### src/rtl/spram_arb.sv
// Two-port arbiter in front of one single-port RAM: per-cycle req/gnt handshake,
// registered RAM command pins, and a 2-stage tag pipeline that steers read data back.
module spram_arb #(
  parameter int ASIZE     = 10,
  parameter int DSIZE     = 32,
  parameter int PRIO_MODE = 0
) (
  input  logic             I_clk,
  input  logic             I_rst_n,
  input  logic             I_a_req,
  input  logic             I_a_wr,
  input  logic [ASIZE-1:0] I_a_addr,
  input  logic [DSIZE-1:0] I_a_wdata,
  output logic             O_a_gnt,
  output logic [DSIZE-1:0] O_a_rdata,
  output logic             O_a_rvld,
  input  logic             I_b_req,
  input  logic             I_b_wr,
  input  logic [ASIZE-1:0] I_b_addr,
  input  logic [DSIZE-1:0] I_b_wdata,
  output logic             O_b_gnt,
  output logic [DSIZE-1:0] O_b_rdata,
  output logic             O_b_rvld,
  output logic [ASIZE-1:0] O_ram_addr,
  output logic [DSIZE-1:0] O_ram_data,
  output logic             O_ram_wr,
  input  logic [DSIZE-1:0] I_ram_rdata
);

  // last_b_q = 1 means B won the most recent accepted transfer
  logic             last_b_q, last_b_d;
  logic [ASIZE-1:0] ram_addr_q, ram_addr_d;
  logic [DSIZE-1:0] ram_data_q, ram_data_d;
  logic             ram_wr_q, ram_wr_d;
  logic             tag1_vld_q, tag1_vld_d, tag1_own_q, tag1_own_d;
  logic             tag2_vld_q, tag2_own_q;
  logic             a_gnt, b_gnt, acc_a, acc_b;

  // Grant decision
  always_comb begin
    a_gnt = 1'b0;
    b_gnt = 1'b0;
    if (!I_rst_n) begin
      a_gnt = 1'b0;
      b_gnt = 1'b0;
    end else if (PRIO_MODE != 0) begin
      a_gnt = I_a_req;
      b_gnt = I_b_req & ~I_a_req;
    end else if (I_a_req && I_b_req) begin
      a_gnt = last_b_q;
      b_gnt = ~last_b_q;
    end else begin
      a_gnt = I_a_req;
      b_gnt = I_b_req;
    end
  end

  assign acc_a = I_a_req & a_gnt;
  assign acc_b = I_b_req & b_gnt;

  // Next-state for RAM command pins, winner history and first tag stage
  always_comb begin
    last_b_d   = last_b_q;
    ram_addr_d = ram_addr_q;
    ram_data_d = ram_data_q;
    ram_wr_d   = 1'b0;
    tag1_vld_d = 1'b0;
    tag1_own_d = 1'b0;
    if (acc_a) begin
      last_b_d   = 1'b0;
      ram_addr_d = I_a_addr;
      ram_data_d = I_a_wdata;
      ram_wr_d   = I_a_wr;
      tag1_vld_d = ~I_a_wr;
      tag1_own_d = 1'b0;
    end else if (acc_b) begin
      last_b_d   = 1'b1;
      ram_addr_d = I_b_addr;
      ram_data_d = I_b_wdata;
      ram_wr_d   = I_b_wr;
      tag1_vld_d = ~I_b_wr;
      tag1_own_d = 1'b1;
    end else begin
      ram_wr_d   = 1'b0;
      tag1_vld_d = 1'b0;
    end
  end

  // State registers; reset drops any reads in flight
  always_ff @(posedge I_clk) begin
    if (!I_rst_n) begin
      last_b_q   <= 1'b1;
      ram_addr_q <= {ASIZE{1'b0}};
      ram_data_q <= {DSIZE{1'b0}};
      ram_wr_q   <= 1'b0;
      tag1_vld_q <= 1'b0;
      tag1_own_q <= 1'b0;
      tag2_vld_q <= 1'b0;
      tag2_own_q <= 1'b0;
    end else begin
      last_b_q   <= last_b_d;
      ram_addr_q <= ram_addr_d;
      ram_data_q <= ram_data_d;
      ram_wr_q   <= ram_wr_d;
      tag1_vld_q <= tag1_vld_d;
      tag1_own_q <= tag1_own_d;
      tag2_vld_q <= tag1_vld_q;
      tag2_own_q <= tag1_own_q;
    end
  end

  assign O_a_gnt    = a_gnt;
  assign O_b_gnt    = b_gnt;
  assign O_ram_addr = ram_addr_q;
  assign O_ram_data = ram_data_q;
  assign O_ram_wr   = ram_wr_q;
  assign O_a_rdata  = I_ram_rdata;
  assign O_b_rdata  = I_ram_rdata;
  assign O_a_rvld   = tag2_vld_q & ~tag2_own_q;
  assign O_b_rvld   = tag2_vld_q & tag2_own_q;

endmodule

### config.mk
export PLATFORM = sky130hd
export DESIGN_NAME = spram_arb
export DESIGN_NICKNAME = d
export VERILOG_FILES = /design/src/rtl/spram_arb.sv
export SDC_FILE = /design/constraint.sdc
export NUM_CORES = 1
export LEC_CHECK = 0
export CELL_PAD_IN_SITES_DETAIL_PLACEMENT = 1
export CELL_PAD_IN_SITES_GLOBAL_PLACEMENT = 1
export CORE_UTILIZATION = 25
export DETAILED_ROUTE_END_ITERATION = 8
export PLACE_DENSITY = 0.89
export SKIP_CTS_REPAIR_TIMING = 1
export SYNTH_ARGS = -nofsm -noshare
export SYNTH_HDL_FRONTEND = slang
export SYNTH_SLANG_ARGS = --single-unit
### constraint.sdc
create_clock -name I_clk -period 3.4 [get_ports I_clk]
set_clock_uncertainty 0.2 [all_clocks]
set_input_delay 0.34 -clock I_clk [delete_from_list [all_inputs] [get_ports I_clk]]
set_output_delay 0.34 -clock I_clk [all_outputs]
set_load 0.03 [all_outputs]
Word-level counts from Yosys, hierarchy flattened
Cells that the tools add are included.

Register bits after elaboration: 48. Output and inout bits: 111.

Bitwise logic cells: 9. Multiplexer cells: 15. Reductions and logical operators: 3.

Operator list (number): two-way mux 32 bit (2); two-way mux 10 bit (2); two-way mux 1 bit (11); NOT 1 bit (5); bitwise AND 1 bit (4); nonzero test 2 bit (1); OR reduction 2 bit (1); logical AND 1 bit (1).

Longest topological paths before layout
Gate-level depths: netlist of run 1.

Depth in word-level cells: 6. Gate-level depth with buffers: 5. Gate-level depth less buffers: 3.

Worst setup path before layout of run 1
Ideal clock, no wire load.

Path type: input -> register. From: input I_a_req. To: register ram_data_q[22] (netlist: O_ram_data[22]). Library setup time: 93 ps. Arrival time: 1231 ps. Cell stages on the path: 5. Buffers on the path: 2. Required time: 3107 ps. Path slack: 1876 ps. Path through: buf_2 > nor3b_2 > clkbuf_1 > nand2_1 > o311ai_2.

Word-level cells in the longest chain between the ends: 5.

Ends and longest elaborated chain: start, declared (line 10) `input logic I_a_req,`; logical AND 1 bit (line 49) `end else if (I_a_req && I_b_req) begin`; two-way mux 1 bit (line 49); two-way mux 1 bit (line 43) `if (!I_rst_n) begin`; bitwise AND 1 bit, on equally long branches (line 58, 59); two-way mux 32 bit / nonzero test 2 bit (equally long branches); end signal, assigned (line 94) `ram_data_q <= {DSIZE{1'b0}};`; end signal, assigned (line 103) `ram_data_q <= ram_data_d;`; end, declared (line 33) `logic [DSIZE-1:0] ram_data_q, ram_data_d;`.

Several ways; a longest one is shown, not always the timed one. A chain may end at the register's enable or synchronous reset.

Worst setup path in the final report of run 1
From: input I_b_req. To: output O_b_gnt.

Word-level cells in the longest chain between the ends: 3.

Ends and longest elaborated chain: start, declared (line 17) `input logic I_b_req,`; logical AND 1 bit (line 49); two-way mux 1 bit * (line 49); two-way mux 1 bit * (line 43); end, declared (line 21) `output logic O_b_gnt,`.

Mark *: on every way between the ends. The rest lies on a longest branch, timed or not.

==> impl_metrics.py, run 1 <==
metrics = {
    "synthesis": {
        "syn_area_per_cell_um2": 9.19,
        "synth.most_common_cell": "nand2_1",
        "synth_compound_area_frac": 0.344,
        "synth_top_family_by_area": "compound AO/OA/AOI/OAI gates",
        "synthesis.nets": 455,
        "yosys.area_share.simple": 0.123,
        "synthMuxAreaShare": 0,
        "syn-cell-area_um2": 3060,
        "ys_types": 19,
        "synth_edf_count": 0,
        "synthArstFlopShare": 0,
        "yosys_warnings": 0,
        "synthFlopType": "dfxtp_1",
        "synth_xor_area_frac": 0,
        "synth_top_area_frac": 0.314,
        "synth.area.top_cells": "dfxtp_1 (31%), o311ai_2 (20%), buf_4 (16%), o2111ai_1 (12%), nand2_1 (11%)",
        "synth_top_area_cell": "dfxtp_1",
        "ys_ff_latch": 48,
        "syn-instance-count": 333,
        "netlist_top_cells_count": "nand2_1 (86), buf_4 (65), dfxtp_1 (48), o2111ai_1 (42), o311ai_2 (37)",
        "synth_fa_ha_area_frac": 0,
        "yosysSeqAreaShare": 0.314,
    },
    "clock_tree": {
        "cts_tree": "yes",
        "cts-root-buf": "clkbuf_16",
        "clk_latency_ns": 0.29,
        "cts_buffers": 5,
        "cts_max_level": 2,
        "clock_path_buffers": 2,
        "cts_num_sinks": 48,
        "path_clk_slew_ns": 0.07,
    },
    "layout": {
        "n_fill_cell": 1359,
        "fin_area_um2": 4180,
        "seqCellArea_um2": 962,
        "diodes": 0,
        "area_growth_syn_to_layout_pct": 36.7,
        "final_util": 0.350,
        "drive_gt1_frac": 0.156,
        "multi_input_area_um2": 1440,
        "nets": 505,
        "final_cells": 531,
    },
    "place": {
        "dp_cells": 523,
        "place_area_um2": 4030,
        "dp_hpwl_um": 6630,
        "post-place-ws_ns": 0.889,
        "gp_congestion": 0.705,
        "port_buffers": 136,
    },
    "worst_hold_path": {
        "holdPathStages": 2,
        "hold_class": "in -> reg",
    },
    "timing": {
        "hold_viol": 0,
        "slew_violations": 0,
        "tightest_slew_ns": 0.804,
        "fin_crit_ns": 2.51,
        "clock.fmax_mhz": 399,
        "timing.slew.headroom": 0.463,
        "grt_setup_unrepaired": "false",
        "tns_ns": 0,
        "setup_ws_ns": 0.895,
        "finalSetupViolations": 0,
        "period_share": 0.737,
    },
    "critical_path": {
        "worstPathRequired_ns": 2.86,
        "rrSetupSlack_ns": 1.36,
        "crit_chain": "clkdlybuf4s50_1, and3_1, clkdlybuf4s50_1",
        "critPathLaunchType": "input pin",
        "max_stage_delay_ns": 0.69,
        "path_common_cell": "clkdlybuf4s50_1",
        "crit_slowest_cell": "clkdlybuf4s50_1",
        "critPathCaptureType": "output pin",
        "crit_end": "O_b_gnt",
        "critPathLaunch": "I_b_req",
        "worstReg2RegEnd": "O_ram_addr[6]",
        "worstReg2RegStart": "last_b_q",
        "worst-setup-path-type": "in -> out",
        "critPathMaxFanout": 6,
        "critPathArrivalTime_ns": 1.97,
        "r2r_cells": 3,
    },
    "die": {
        "pin_count": 233,
        "die_area_um2": 12700,
        "fp-row-count": 40,
        "die_h_um": 113,
        "initial_core_util": 0.256,
        "fp.dieW_um": 113,
        "core_area_um2": 12000,
    },
    "drt": {
        "drt_iter0_drc": 178,
        "dr.pass1.iters": 6,
        "drc": 0,
        "vias": 2708,
        "antenna_left": 0,
        "wl_per_cell_um": 18.4,
        "routed_wl_um": 9760,
        "post_drt_via_cell_ratio": 5.10,
    },
    "pwr": {
        "powerDensity_nw_per_um2": 397,
        "sw_frac_of_total": 0.310,
        "power.internal_mw": 1.15,
        "switching_power_mw": 0.514,
        "vdd_drop_max_v": 0.000151,
        "power_frac_seq": 0.390,
        "clockPowerShare": 0.312,
        "leakagePower_nw": 1.42,
        "pwr-share-comb": 0.298,
    },
    "global_routing": {
        "antenna_found_initial": 0,
        "grt_pass1_vias": 2963,
        "grt_max_degree": 75,
        "grt_usage": 0.151,
        "grt_pass1_wl_um": 15300,
        "grt_overflow": 0,
    },
    "flow_run": {
        "drv_cap": 0,
    },
    "outcome": {
        "status": "complete, no violations",
    },
}
## sequential cells by signal, indices dropped and copies added, names as in the netlist
name / cells
O_ram_data: 32
last_b_q: 1
tag1_vld_q: 1
tag2_own_q: 1
O_ram_wr: 1
tag1_own_q: 1
tag2_vld_q: 1
O_ram_addr: 10
## layout make-up
type	instances	area share
Clock buffer	6	0.0332
Clock inverter	2	0.00359
Inverter	3	0.00269
Multi-Input combinational cell	182	0.345
Sequential cell	48	0.230
Tap cell	147	0.0440
Timing Repair Buffer	143	0.341
## cells by family (layout without fill, tap and decap cells)
kind of cell           after synthesis  in the layout
AND/OR/NAND/NOR                     94             94
buffers and inverters              103            154
AO/OA/AOI/OAI                       88             88
flip-flops                          48             48
## critical path: cells and delay by family
family                 cells  cell delay (ns)
buffers and inverters      2             1.36
AND/OR/NAND/NOR            1             0.26
## how the worst min path moves through the flow
stage | from | endpoint | slack, ns
final | I_rst_n | last_b_q | 0.22
after detailed placement | tag1_own_q | tag2_own_q | 0.24
after global placement | tag1_vld_q | tag2_vld_q | 0.21
after CTS | I_rst_n | last_b_q | 0.22
after global routing | I_rst_n | last_b_q | 0.24
after floorplan | tag1_own_q | tag2_own_q | 0.21
## metrics by stage
| step | hold WS, ns | power [mW] |
|---|---|---|
| floorplan | 0.212 | 1.05 |
| global placement | 0.214 | 1.14 |
| detailed placement | 0.239 | 1.16 |
| CTS | 0.216 | 1.69 |
| global route | 0.240 | 1.74 |
| finish | 0.217 | 1.66 |
## layout by cell type, fill, tap and decap left out, types with 3 or more instances in the layout
cell type,n
and2_1,3
buf_4,6
clkbuf_16,5
clkdlybuf4s50_1,133
dfxtp_1,47
nand2_1,86
o2111ai_1,42
o311ai_0,5
o311ai_2,37
## power groups by stage
stage / registers (mW) / clock network [mW] / logic, mW
floorplan: 0.747 / 0 / 0.303
global placement: 0.658 / 0 / 0.485
detailed placement: 0.660 / 0 / 0.496
CTS: 0.648 / 0.538 / 0.499
global route: 0.654 / 0.560 / 0.522
finish: 0.647 / 0.518 / 0.495
## layer usage
metal,vias up,share of wire,GRT usage
met5,-,0,0
met4,0,0.023,0.0560
met3,21,0.057,0.0319
met2,104,0.49,0.270
met1,1319,0.43,0.178
li1,1264,-,-
Power figures use the tool's default switching activity.
==> run 2, diff against run 1 <==
CORE_UTILIZATION = 21   (was 25)
PLACE_DENSITY = 0.8   (was 0.89)
clock period = 2.2 ns   (was 3.4 ns; I/O delays follow)
==> impl_metrics.py, run 2 (synthesis gave the netlist of run 1 again) <==
metrics = {
    "timing": {
        "grt_setup_unrepaired": "false",
        "slew_violations": 0,
        "tightest_slew_ns": 0.510,
        "tns_ns": 0,
        "clock.fmax_mhz": 485,
        "timing.slew.headroom": 0.660,
        "finalSetupViolations": 0,
        "period_share": 0.937,
        "hold_viol": 0,
        "fin_crit_ns": 2.06,
    },
    "clock_tree": {
        "cts-root-buf": "clkbuf_16",
        "clock_path_buffers": 2,
        "path_clk_slew_ns": 0.07,
        "clk_latency_ns": 0.29,
        "cts_num_sinks": 48,
        "cts_tree": "yes",
        "cts_buffers": 5,
        "cts_max_level": 2,
    },
    "global_routing": {
        "grt_pass1_vias": 3088,
        "antenna_found_initial": 0,
        "grt_overflow": 0,
        "grt_pass1_wl_um": 15600,
        "grt_max_degree": 46,
        "grt_usage": 0.136,
    },
    "layout": {
        "drive_gt1_frac": 0.169,
        "largest_reg_flops": 32,
        "layout_commonest_cell": "clkdlybuf4s50_1",
        "nets": 511,
        "diodes": 0,
        "area_growth_syn_to_layout_pct": 40.9,
        "final_cell_mix": "clkdlybuf4s50_1 (133), nand2_1 (86), dfxtp_1 (47)",
        "n_fill_cell": 1585,
    },
    "drt": {
        "routed_wl_um": 10200,
        "wl_per_cell_um": 17.8,
        "post_drt_via_cell_ratio": 4.88,
        "drt_iter0_drc": 87,
        "vias": 2781,
        "antenna_left": 0,
        "dr.pass1.iters": 4,
        "drc": 0,
    },
    "die": {
        "fp.dieW_um": 123,
        "pin_count": 233,
        "core_area_um2": 14000,
        "die_h_um": 123,
        "fp-row-count": 43,
        "die_area_um2": 15100,
        "initial_core_util": 0.218,
    },
    "critical_path": {
        "critPathCaptureType": "output pin",
        "worst-setup-path-type": "reg -> out",
        "critPathMaxFanout": 3,
        "critPathLaunchType": "flip-flop",
        "critPathArrivalTime_ns": 1.64,
        "worstPathRequired_ns": 1.78,
    },
    "pwr": {
        "sw_frac_of_total": 0.304,
        "total_power_mw": 2.69,
        "power.internal_mw": 1.87,
        "powerDensity_nw_per_um2": 624,
        "pwr-share-comb": 0.293,
        "leakagePower_nw": 1.47,
        "switching_power_mw": 0.817,
        "vdd_drop_max_v": 0.000260,
        "power_frac_seq": 0.369,
        "clockPowerShare": 0.337,
    },
    "place": {
        "port_buffers": 136,
        "gp_congestion": 0.707,
        "dp_hpwl_um": 7170,
    },
    "outcome": {
        "status": "complete, no violations",
    },
    "worst_hold_path": {
        "hold_class": "in -> reg",
    },
    "flow_run": {
        "drv_cap": 0,
    },
}
## run 2: cell count changes in the layout (fill, tap and decap cells not counted), sizes merged
cell,previous run,this run
buf,10,16
clkbuf,6,5
clkinvlp,2,1
inv,3,4
bufinv,0,1
## run 2: final timing paths
kind                                 start        endpoint  slack, ns  cells after the start
worst max register to register    last_b_q  O_ram_data[27]       0.72                      3
worst min-delay path               I_a_req        last_b_q       0.12                      4
worst max-delay path              last_b_q         O_b_gnt       0.14                      3
worst min register to register  tag1_own_q      tag2_own_q       0.24                      1
## run 2: layout make-up
class / instances / area, µm² / share of cell area
clock buffer: 5 / 125 / 0.0290
clock inverter: 3 / 46.3 / 0.0107
inverter: 3 / 11.3 / 0.00261
multi-input combinational: 182 / 1440 / 0.335
sequential: 48 / 962 / 0.223
tap: 180 / 225 / 0.0522
timing repair buffer: 149 / 1500 / 0.347
## run 2: power groups by stage
stage | Clock (mW) | Combinational, mW | Sequential [mW]
floorplan | 0 | 0.469 | 1.15
global placement | 0 | 0.778 | 1.01
detailed placement | 0 | 0.796 | 1.01
CTS | 0.950 | 0.798 | 0.994
global route | 0.972 | 0.837 | 1.00
finish | 0.907 | 0.789 | 0.993
## run 2: worst max-delay path: stages (launching register included)
cell	delay (ns)
dfxtp_2	0.34
nand2_1	0.13
and3_1	0.21
clkdlybuf4s50_1	0.67
## run 2: routing by layer
metal	wire, µm	GRT usage
met2	5260	0.255
met1	4070	0.140
met3	621	0.0349
met5	0	0
met4	198	0.0595
## run 2: through the flow
stage               std cells  worst slack (ns)  cell area [µm²]   util  hold WS (ns)
floorplan                 333             0.729             3060      -         0.146
global placement          562             0.194             4140  0.295         0.215
detailed placement        562             0.180             4140  0.295         0.225
CTS                       570             0.117             4310  0.307         0.114
global route              570            0.0915             4310  0.307         0.163
finish                    570             0.139             4310  0.307         0.122
==> run 3, diff against run 2 <==
GPL_TIMING_DRIVEN = 0   (was unset)
==> impl_metrics.py, run 3 (synthesis gave the netlist of run 1 again) <==
metrics = {
    "outcome": {
        "status": "complete, no violations",
    },
    "critical_path": {
        "path_buf_inv": 4,
        "max_stage_delay_ns": 0.53,
        "critPathLaunchType": "input pin",
        "worstReg2RegEnd": "O_ram_data[25]",
        "rrSetupSlack_ns": 0.60,
        "r2r_cells": 3,
        "critPathMaxFanout": 10,
        "crit_end": "O_a_gnt",
        "cp.depth": 5,
        "critPathCaptureType": "output pin",
        "path_delay_family": "buffers and inverters",
        "critPathArrivalTime_ns": 1.71,
        "worstPathRequired_ns": 1.78,
        "worstReg2RegStart": "last_b_q",
        "crit_slowest_cell": "clkdlybuf4s50_1",
        "worst-setup-path-type": "in -> out",
        "crit_chain": "clkdlybuf4s50_1, inv_2, o211a_4, buf_6, dlymetal6s2s_1",
        "critPathLaunch": "I_b_req",
    },
    "pwr": {
        "total_power_mw": 3.03,
        "powerDensity_nw_per_um2": 557,
        "leakagePower_nw": 2.05,
        "vdd_drop_max_v": 0.000322,
    },
    "layout": {
        "final_cell_mix": "clkdlybuf4s50_1 (196), nand2_1 (86), buf_4 (65)",
        "nets": 659,
        "seqCellArea_um2": 962,
        "final_util": 0.387,
        "drive_gt1_frac": 0.230,
        "n_fill_cell": 1599,
        "diodes": 0,
        "layout_commonest_cell": "clkdlybuf4s50_1",
        "largest_reg_flops": 32,
        "multi_input_area_um2": 1430,
        "area_growth_syn_to_layout_pct": 77.8,
    },
    "timing": {
        "finalSetupViolations": 0,
        "hold_ws_ns": 0.207,
        "clock.fmax_mhz": 470,
        "setup_ws_ns": 0.0746,
        "hold_viol": 0,
        "slew_violations": 0,
        "timing.slew.headroom": 0.639,
        "fin_crit_ns": 2.13,
        "tightest_slew_ns": 0.541,
        "period_share": 0.966,
        "grt_setup_unrepaired": "false",
    },
    "place": {
        "dp_hpwl_um": 9980,
        "post-place-ws_ns": -0.321,
        "port_buffers": 198,
        "gp_congestion": 0.732,
    },
    "die": {
        "core_area_um2": 14000,
        "fp-row-count": 43,
        "pin_count": 233,
        "initial_core_util": 0.218,
        "die_area_um2": 15100,
        "fp.dieW_um": 123,
        "die_h_um": 123,
    },
    "global_routing": {
        "grt_overflow": 0,
        "antenna_found_initial": 0,
        "grt_usage": 0.162,
        "grt_pass1_vias": 3683,
        "grt_max_degree": 17,
        "grt_pass1_wl_um": 18900,
    },
    "flow_run": {
        "drv_cap": 0,
    },
    "drt": {
        "wl_per_cell_um": 17.4,
        "routed_wl_um": 12500,
        "antenna_left": 0,
        "post_drt_via_cell_ratio": 4.64,
        "drt_iter0_drc": 81,
        "drc": 0,
        "dr.pass1.iters": 4,
        "vias": 3334,
    },
    "worst_hold_path": {
        "min_from": "I_a_req",
        "hold_class": "in -> reg",
    },
    "clock_tree": {
        "clk_latency_ns": 0.29,
        "cts-root-buf": "clkbuf_16",
        "clock_path_buffers": 2,
        "cts_num_sinks": 48,
        "cts_buffers": 5,
        "cts_tree": "yes",
        "cts_max_level": 2,
        "path_clk_slew_ns": 0.07,
    },
}
==> run 3: cell types whose count changed in the layout (fill, tap and decap cells not counted), sizes merged <==
cell	change
buf	+59
dlymetal6s2s	+2
clkdlybuf4s50	+63
clkbuf	+24
==> run 3: cell type report <==
type,count,area share
Multi-Input combinational cell,182,0.263
Clock buffer,5,0.0230
Timing Repair Buffer,198,0.365
Clock inverter,3,0.00851
Inverter,3,0.00207
Buffer,99,0.120
Sequential cell,48,0.177
Tap cell,180,0.0414
==> run 3: how the worst min path moves through the flow <==
stage                     endpoint  cells after the start
finish              O_ram_data[18]                      3
floorplan                 O_ram_wr                      1
global route            tag1_own_q                      3
detailed placement      tag2_vld_q                      1
CTS                 O_ram_data[18]                      3
global placement        tag2_vld_q                      1
==> run 3: per-stage QoR <==
step,setup TNS (ns),cells,instance area [µm²]
after floorplan,0,333,3060
after global placement,-0.292,711,5270
after detailed placement,-0.559,711,5270
after CTS,-0.744,719,5440
after global routing,0,718,5440
final,0,718,5440
==> run 3: routing by layer <==
metal  track usage  part of all wire
met1         0.178              0.39
met2         0.316              0.54
met3        0.0335             0.059
met4        0.0343            0.0087
met5             0                 0
==> run 3: where the power goes <==
part | internal, mW | switching (mW) | total, mW
combinational | 0.545 | 0.579 | 1.12
sequential | 0.950 | 0.0459 | 0.996
clock | 0.542 | 0.369 | 0.910
total | 2.04 | 0.994 | 3.03
==> run 3: worst register-to-register path, stage by stage, from the launching register on <==
cell       delay [ns]
dfxtp_2          0.45
clkbuf_1         0.46
o2111ai_1        0.24
o311ai_2         0.14
